### config.mk
export PLATFORM = sky130hd
export DESIGN_NAME = knight_rider_decoder
export DESIGN_NICKNAME = d
export VERILOG_FILES = /design/src/rtl/knight_rider_pkg.sv /design/src/rtl/onehot_decoder.sv /design/src/rtl/knight_rider_decoder.sv
export SDC_FILE = /design/constraint.sdc
export NUM_CORES = 1
export LEC_CHECK = 0
export CELL_PAD_IN_SITES_DETAIL_PLACEMENT = 1
export CELL_PAD_IN_SITES_GLOBAL_PLACEMENT = 1
export CORE_MARGIN = 4
export CORE_UTILIZATION = 30
export DETAILED_ROUTE_END_ITERATION = 8
export GPL_TIMING_DRIVEN = 0
export HOLD_SLACK_MARGIN = 0.12
export MAX_ROUTING_LAYER = met4
export PLACE_DENSITY_LB_ADDON = 0.15
export SYNTH_ARGS = -nofsm -noshare
export SYNTH_HDL_FRONTEND = slang
export SYNTH_SLANG_ARGS = --single-unit
### constraint.sdc
create_clock -name CLOCK_50 -period 5.99 [get_ports CLOCK_50]
set_input_delay 0.8985 -clock CLOCK_50 [delete_from_list [all_inputs] [get_ports CLOCK_50]]
set_output_delay 0.8985 -clock CLOCK_50 [all_outputs]
set_load 0.01 [all_outputs]
### src/rtl/knight_rider_pkg.sv
// Shared types and helpers for the knight-rider LED scan checker.
// Covers the tracker states, the violation codes and the bounce rule.
package knight_rider_pkg;

    typedef enum logic [1:0] {
        UNLOCKED = 2'd0,
        ACQUIRE  = 2'd1,
        LOCKED   = 2'd2
    } state_t;

    typedef enum logic [1:0] {
        NONE         = 2'd0,
        NOT_ONEHOT   = 2'd1,
        BAD_STEP     = 2'd2,
        OUT_OF_RANGE = 2'd3
    } err_code_t;

    localparam int ERR_COUNT_MAX = 255;

    // Only legal successor of position p: bounce at either end, otherwise keep moving.
    function automatic int next_index(input int p, input logic up, input int lo, input int hi);
        int result;
        if (p == hi) begin
            result = hi - 1;
        end else if (p == lo) begin
            result = lo + 1;
        end else if (up) begin
            result = p + 1;
        end else begin
            result = p - 1;
        end
        return result;
    endfunction

endpackage

### src/rtl/onehot_decoder.sv
// Combinational one-hot decoder: gives the lit index and whether exactly one bit is set.
// idx is only meaningful when is_onehot is high.
module onehot_decoder #(
    parameter int N_LEDS = 10,
    parameter int IDX_W  = $clog2(N_LEDS)
) (
    input  logic [N_LEDS-1:0] pattern,
    output logic [IDX_W-1:0]  idx,
    output logic              is_onehot
);

    // Bit b of the index is the OR of every LED whose position has bit b set.
    function automatic logic [N_LEDS-1:0] bit_mask(input int b);
        logic [N_LEDS-1:0] m;
        m = '0;
        for (int i = 0; i < N_LEDS; i++) begin
            m[i] = ((i >> b) & 1) == 1;
        end
        return m;
    endfunction

    generate
        for (genvar gi = 0; gi < IDX_W; gi++) begin : g_idx_bit
            localparam logic [N_LEDS-1:0] MASK = bit_mask(gi);
            assign idx[gi] = |(pattern & MASK);
        end
    endgenerate

    assign is_onehot = (pattern != '0) && ((pattern & (pattern - N_LEDS'(1))) == '0);

endmodule

### src/rtl/knight_rider_decoder.sv
// Receive-side checker for the bouncing one-hot LED scan: acquires lock on a legal
// sweep, tracks position and direction, counts end arrivals and protocol violations.
module knight_rider_decoder
    import knight_rider_pkg::*;
#(
    parameter int N_LEDS     = 10,
    parameter int LO_POS     = 0,
    parameter int HI_POS     = 9,
    parameter int LOCK_STEPS = 4,
    parameter int CNT_W      = 16,
    localparam int IDX_W     = $clog2(N_LEDS)
) (
    input  logic              CLOCK_50,
    input  logic              reset,
    input  logic              sample_en,
    input  logic [N_LEDS-1:0] pattern,
    output logic [IDX_W-1:0]  pos,
    output logic              dir_up,
    output logic              locked,
    output logic [CNT_W-1:0]  sweep_count,
    output logic              err,
    output logic [1:0]        err_code,
    output logic [7:0]        err_count
);

    localparam int STEP_W = $clog2(LOCK_STEPS + 1);

    state_t             state_reg, state_next;
    logic [IDX_W-1:0]   pos_reg, pos_next;
    logic               dir_reg, dir_next;
    logic               locked_reg, locked_next;
    logic [STEP_W-1:0]  steps_reg, steps_next;
    logic [CNT_W-1:0]   sweep_reg, sweep_next;
    logic               err_reg, err_next;
    err_code_t          code_reg, code_next;
    logic [7:0]         errcnt_reg, errcnt_next;

    logic [IDX_W-1:0]   dec_idx;
    logic               dec_onehot;

    onehot_decoder #(
        .N_LEDS (N_LEDS),
        .IDX_W  (IDX_W)
    ) u_decoder (
        .pattern   (pattern),
        .idx       (dec_idx),
        .is_onehot (dec_onehot)
    );

    // Signed integer views keep range checks and +/-1 arithmetic free of unsigned wrap.
    int   idx_int;
    int   pos_int;
    int   want_int;
    logic in_range;
    logic step_up;
    logic step_dn;
    logic step_legal;
    logic acq_ok;
    logic lock_reached;
    logic at_end;

    assign idx_int      = int'(dec_idx);
    assign pos_int      = int'(pos_reg);
    assign want_int     = next_index(pos_int, dir_reg, LO_POS, HI_POS);
    assign in_range     = dec_onehot && (idx_int >= LO_POS) && (idx_int <= HI_POS);
    assign step_up      = (idx_int == pos_int + 1);
    assign step_dn      = (idx_int == pos_int - 1);
    assign step_legal   = dec_onehot && (idx_int == want_int);
    // The first acquisition step may go either way; it establishes the direction.
    assign acq_ok       = (steps_reg == '0) ? (in_range && (step_up || step_dn)) : step_legal;
    assign lock_reached = (int'(steps_reg) + 1 >= LOCK_STEPS);
    assign at_end       = (idx_int == LO_POS) || (idx_int == HI_POS);

    always_ff @(posedge CLOCK_50) begin
        if (reset) begin
            state_reg  <= UNLOCKED;
            pos_reg    <= '0;
            dir_reg    <= 1'b0;
            locked_reg <= 1'b0;
            steps_reg  <= '0;
            sweep_reg  <= '0;
            err_reg    <= 1'b0;
            code_reg   <= NONE;
            errcnt_reg <= '0;
        end else begin
            state_reg  <= state_next;
            pos_reg    <= pos_next;
            dir_reg    <= dir_next;
            locked_reg <= locked_next;
            steps_reg  <= steps_next;
            sweep_reg  <= sweep_next;
            err_reg    <= err_next;
            code_reg   <= code_next;
            errcnt_reg <= errcnt_next;
        end
    end

    always_comb begin
        state_next = state_reg;
        if (sample_en) begin
            unique case (state_reg)
                UNLOCKED: begin
                    if (in_range) begin
                        state_next = ACQUIRE;
                    end
                end
                ACQUIRE: begin
                    if (acq_ok) begin
                        if (lock_reached) begin
                            state_next = LOCKED;
                        end
                    end else if (!in_range) begin
                        state_next = UNLOCKED;
                    end
                end
                LOCKED: begin
                    if (!step_legal) begin
                        state_next = UNLOCKED;
                    end
                end
                default: state_next = UNLOCKED;
            endcase
        end
    end

    always_comb begin
        pos_next    = pos_reg;
        dir_next    = dir_reg;
        steps_next  = steps_reg;
        sweep_next  = sweep_reg;
        err_next    = 1'b0;
        code_next   = code_reg;
        errcnt_next = errcnt_reg;
        locked_next = (state_next == LOCKED);
        if (sample_en) begin
            unique case (state_reg)
                UNLOCKED: begin
                    if (in_range) begin
                        pos_next   = dec_idx;
                        steps_next = '0;
                    end
                end
                ACQUIRE: begin
                    if (acq_ok) begin
                        pos_next   = dec_idx;
                        dir_next   = step_up;
                        steps_next = steps_reg + STEP_W'(1);
                    end else if (in_range) begin
                        // Restart acquisition anchored on this sample.
                        pos_next   = dec_idx;
                        steps_next = '0;
                    end
                end
                LOCKED: begin
                    if (step_legal) begin
                        pos_next = dec_idx;
                        dir_next = step_up;
                        if (at_end) begin
                            sweep_next = sweep_reg + CNT_W'(1);
                        end
                    end else begin
                        err_next = 1'b1;
                        if (!dec_onehot) begin
                            code_next = NOT_ONEHOT;
                        end else if (!in_range) begin
                            code_next = OUT_OF_RANGE;
                        end else begin
                            code_next = BAD_STEP;
                        end
                        if (errcnt_reg != 8'(ERR_COUNT_MAX)) begin
                            errcnt_next = errcnt_reg + 8'd1;
                        end
                    end
                end
                default: ;
            endcase
        end
    end

    assign pos         = pos_reg;
    assign dir_up      = dir_reg;
    assign locked      = locked_reg;
    assign sweep_count = sweep_reg;
    assign err         = err_reg;
    assign err_code    = code_reg;
    assign err_count   = errcnt_reg;

endmodule

Word level (Yosys, flattened, before mapping)
Cells that the tools add are included.
Cells by class
  $add $sub $neg: 7
  multiply operators: 0
  divide/modulo/power cells: 0
  magnitude comparators: 3
  eq/ne operators: 11
  shift-type cells: 0
  multiplexer cells: 24
  bitwise logic cells: 4
  reduce and logical (&&, ||, !) cells: 27
Operators with widths (count)
  32-bit two-way mux: 3
  32-bit zero test: 2
  5-bit by 32-bit == test with 1-bit output: 1
  16-bit by 1-bit adder with 16-bit output, second input constant: 1
  2-bit two-way mux: 7
  4-bit two-way mux: 3
  4-bit case mux with 3 select lines: 1
  4-bit AND reduction: 3
  10-bit AND: 1
  10-bit zero test: 1
  10-bit nonzero test: 1
  10-bit by 1-bit subtractor with 10-bit output, second input constant: 1
  8-bit by 1-bit adder with 8-bit output, second input constant: 1
  4-bit == test, second input constant: 2
  8-bit inequality test, second input constant: 1
  4-bit OR reduction: 2
  3-bit two-way mux: 2
  2-bit case mux with 3 select lines: 1
  3-bit case mux with 2 select lines: 1
  3-bit AND reduction: 2
  4-bit by 1-bit adder with 5-bit output, second input constant: 1
  4-bit by 5-bit == test with 1-bit output: 1
  5-bit == test: 1
  1-bit logical AND: 5
  other kinds (21): 31
Word-level totals
  bits in registers: 38
  latch bits: 0
  bits in writable memories: 0
  ROM bits: 0
  bits of input ports: 13
  output and inout port bits: 33
  word-level logic and storage cells: 85
  memories kept: 0

Logic depth before layout (Yosys ltp)
  depth in word-level cells: 12
  depth in mapped cells: 13
  mapped depth without buffers: 11

Cells and area by module
A second synthesis with hierarchy kept.
Unflattened totals
  cell total of the unflattened synthesis: 342
  area total of the unflattened synthesis: 2728.9 um^2
Modules (own cells, without submodules)
  knight_rider_decoder: times used 1, cells an instance 320, area an instance 2567.5 um^2, seq. area each 760.7 um^2
  onehot_decoder: times used 1, cells an instance 22, area an instance 161.4 um^2, seq. area each 0.0 um^2

Worst setup path after synthesis
OpenSTA, ideal clock, no wires.
  kind: input port to flip-flop
  start point: input port pattern[6]
  end point: register pos_reg[1] (netlist: pos[1])
  library setup time: 0.084 ns
  arrival: 3.843 ns
  data required time: 5.906 ns
  setup slack: 2.063 ns
  stages on the path: 11
  buffers on the path: 3
  cell sequence: or4_1 -> buf_2 -> a211oi_2 -> o21ba_1 -> or3_1 -> buf_6 -> o31a_1 -> or3_1 -> buf_2 -> or4_4 -> o31ai_2
On the way
  word-level cells in the longest chain between the ends: 10
  elaborated cells between the ends (all ways): 24
  classes of those cells: 1 x add/sub; 2 x order compare; 4 x eq/ne; 5 x mux; 1 x bitwise; 11 x reduce/logical
RTL lines
  start, declared: RTL line knight_rider_decoder.sv:16  | input logic [N_LEDS-1:0] pattern,
  10-bit by 1-bit subtractor with 10-bit output: RTL line onehot_decoder.sv:29  | assign is_onehot = (pattern != '0) && ((pattern & (pattern - N_LEDS'(1))) == '0);
  10-bit AND: RTL line onehot_decoder.sv:29
  10-bit zero test: RTL line onehot_decoder.sv:29
  1-bit logical AND: RTL line onehot_decoder.sv:29
  1-bit logical AND (2 in series): RTL line knight_rider_decoder.sv:65  | assign in_range = dec_onehot && (idx_int >= LO_POS) && (idx_int <= HI_POS);
  1-bit logical AND: RTL line knight_rider_decoder.sv:70  | assign acq_ok = (steps_reg == '0) ? (in_range && (step_up || step_dn)) : step_legal;
  1-bit two-way mux: RTL line knight_rider_decoder.sv:70
  4-bit two-way mux: RTL line knight_rider_decoder.sv:144  | if (acq_ok) begin
  4-bit case mux with 3 select lines: RTL line knight_rider_decoder.sv:136  | unique case (state_reg)
  end signal, assigned: RTL line knight_rider_decoder.sv:87  | pos_reg <= pos_next;
  end, declared: RTL line knight_rider_decoder.sv:29  | logic [IDX_W-1:0] pos_reg, pos_next;
Several ways; a longest one is shown, not always the timed one. The select of a mux whose other input is x is not followed.
A chain may end at the register's enable or synchronous reset.

Final worst setup path
  start point: input port pattern[2]
  end point: register pos_reg[2] (netlist: pos[2])
The elaborated chain is that of the path after synthesis.

==> reports/qor.yml <==
status: "finished clean"
tightestPinTransition_ns: 1.25
hold_depth: 2
drt_iter0_markers: 93
crit_arrival_ns: 5.00
intPower_w: 0.000456
synthDistinctLibCells: 56
final_cell_mix: "clkdlybuf4s50_1 (43), nor2_1 (41), dfxtp_1 (38)"
pwr-share-comb_pct: 10.9
layout.cells.most_common: "clkdlybuf4s50_1"
postCtsResizedCells: 0
ys.flop_type: "dfxtp_1"
clock_path_buffers: 2
drtPass1Iterations: 4
totalPowerFinal_w: 0.000596
p_sw_share_pct: 23.4
core_sq_um: 8680
setup_viol_count_final: 0
clockRootBuffer: "clkbuf_8"
synthCells: 336
post_drt_wl_per_cell_um: 16.0
initial_utilization_pct: 30.6
drc: 0
hp-start: "steps_reg[1]"
slew_violations: 0
rr_worst_depth: 12
p_clk_share_pct: 46.4
globalplace.congestion: 0.856
drive_above_1_share_pct: 5.68
power.switching_w: 0.000139
finish.net_count: 410
cp-end-kind: "flip-flop"
grt_setup_unrepaired: "no"
r2r_start: "pos[0]"
finalSetupTns_ns: 0
ys_seq_elements: 38
antenna_found_initial: 0
ys_warn_count: 0
postLayoutCellArea_sq_um: 3360
avgViaCountPerCell: 5.34
pwr_density_cell_nw_per_um2: 177
synth_nets: 360
post-route-period-util_pct: 80.5
relSlewSlack_pct: 15.6
critPathRequiredTime_ns: 6.17
min_period_ns: 4.82
grtUsageTotal_pct: 16.0
ant_nets: 0
worstSetupPathType: "in -> reg"
layout_setup_ws_ns: 1.17
power.static_leakage_nw: 1.11
grt_pass1_wl_um: 13100
area_delta_synth_final_pct: 26.7
postSynth.asyncResetShare_pct: 0
drv_cap: 0
cts_tree: "built"
die_area_sq_um: 10400
first_global_vias: 2628
synth_area_sq_um: 2650
hpwlAfterDp_um: 6020
vias: 2642
port_buffers: 43
r2r_slack_ns: 2.00
finalHoldViolCount: 0
wl_um: 7920
syn-mean-instance-area_sq_um: 7.89
grt_overflow: 0
io_pins: 46
die_h_um: 102
fin_skew_ns: 0.00604
cts_hold_buffers: 0
synth_edf_count: 0
power_frac_seq_pct: 42.7
startpoint_type: "input pin"
cp_max_fo: 7
cts.clk_slew.worst_paths_ns: 0.08
clock_sinks: 38
clock_latency_ns: 0.29
pre_cts_ws_ns: 0.960
grt_max_degree: 13
largest_reg_flops: 16
ys_seq_area_share_pct: 28.7
dpl_cell_area_sq_um: 3220
holdPathEnd: "steps_reg[1]"
post-cts-setup-buffers: 0
die_w_um: 102
antenna_cells: 0
max_freq_mhz: 207
ir_drop_mv: 0.121
rows: 34
h-tree-depth: 2
cts_made_buffers: 5
worstReg2RegEnd: "pos[2]"
holdCritPathClass: "reg -> reg"
## worst max-delay path, cell delays in order
cell and delay, ns:
clkdlybuf4s50_1 0.53, nor4_1 1.09, xnor2_1 0.36, a211oi_2 0.46, nand2_1 0.14, a221oi_1 0.36
o32a_2 0.32, mux2i_1 0.10, or4_4 0.44, o21ai_0 0.30
## cell usage after synthesis (2+ instances only)
library cell,n,area share (%)
and3_1,8,1.9
mux2_2,2,0.85
nor2b_1,4,0.94
xnor2_1,9,3.0
o21ai_0,14,2.6
nand2b_1,10,2.4
o21a_1,2,0.57
and3b_1,2,0.66
a211o_1,2,0.66
nand2_1,16,2.3
a211oi_1,5,1.4
nor4_1,5,1.2
mux2i_1,10,3.8
or3_1,7,1.7
a21boi_0,3,0.85
a31oi_1,2,0.47
dfxtp_1,38,29
nand4_1,9,2.1
ha_1,11,5.2
or4_1,4,1.1
o2111ai_1,2,0.66
xor2_1,15,5.0
nor3_1,9,1.7
and2_1,4,0.94
buf_2,3,0.57
nand4b_1,2,0.66
a211oi_2,2,0.94
o22ai_1,3,0.71
a21oi_1,19,3.6
nand3_1,14,2.6
clkbuf_1,15,2.1
inv_1,14,2.0
nor2_1,41,5.8
o211ai_1,7,2.0
a311o_1,2,0.75
## worst max path at each step
stage | start | cells after the start | slack (ns) | to
detailed placement | pattern[2] | 10 | 0.96 | pos[2]
floorplan | pattern[6] | 11 | 2.06 | pos[1]
CTS | pattern[2] | 10 | 1.26 | pos[2]
global placement | pattern[2] | 10 | 0.95 | pos[2]
finish | pattern[2] | 10 | 1.17 | pos[2]
global route | pattern[2] | 10 | 0.93 | pos[2]
## power by group through the flow
| stage | Sequential, W | Clock, W | Combinational, W |
|---|---|---|---|
| floorplan | 0.000260 | 0 | 0.0000392 |
| global placement | 0.000260 | 0 | 0.0000640 |
| detailed placement | 0.000260 | 0 | 0.0000646 |
| CTS | 0.000254 | 0.000285 | 0.0000650 |
| global route | 0.000255 | 0.000297 | 0.0000722 |
| finish | 0.000254 | 0.000276 | 0.0000651 |
## per-stage QoR
stage               utilization (%)  cells  hold slack, ns
CTS                            38.7    495           0.499
floorplan                         -    336           0.453
finish                         38.7    495           0.498
detailed placement             37.1    487           0.486
global placement               37.1    487           0.468
global route                   38.7    495           0.520
## layout make-up
| type | instances | area, sq um |
|---|---|---|
| fill | 1069 | 5320 |
| multi-input combinational | 265 | 1760 |
| sequential | 38 | 761 |
| timing repair buffer | 43 | 430 |
| tap | 108 | 135 |
| clock buffer | 6 | 82.6 |
| buffer | 19 | 82.6 |
| clock inverter | 2 | 60.1 |
| inverter | 14 | 52.6 |
## logic make-up after synthesis
group / synth area share (%)
mux: 4.62
compound gates: 19.9
simple gates: 28.3
buf+inv: 5.09
flops: 28.7
fa+ha+maj: 5.57
xor+xnor: 7.92
## routing by layer
metal  routed length [um]  global-route usage [%]  share of wire, %  up-vias
met2                 3820                    26.3                48       43
met1                 3770                    21.2                48     1274
met5                    0                       -                 0        -
met4                   38                    2.72              0.48        0
li1                     -                       -                 -     1320
met3                  291                    2.53               3.7        5
Power figures use the tool's default switching activity.
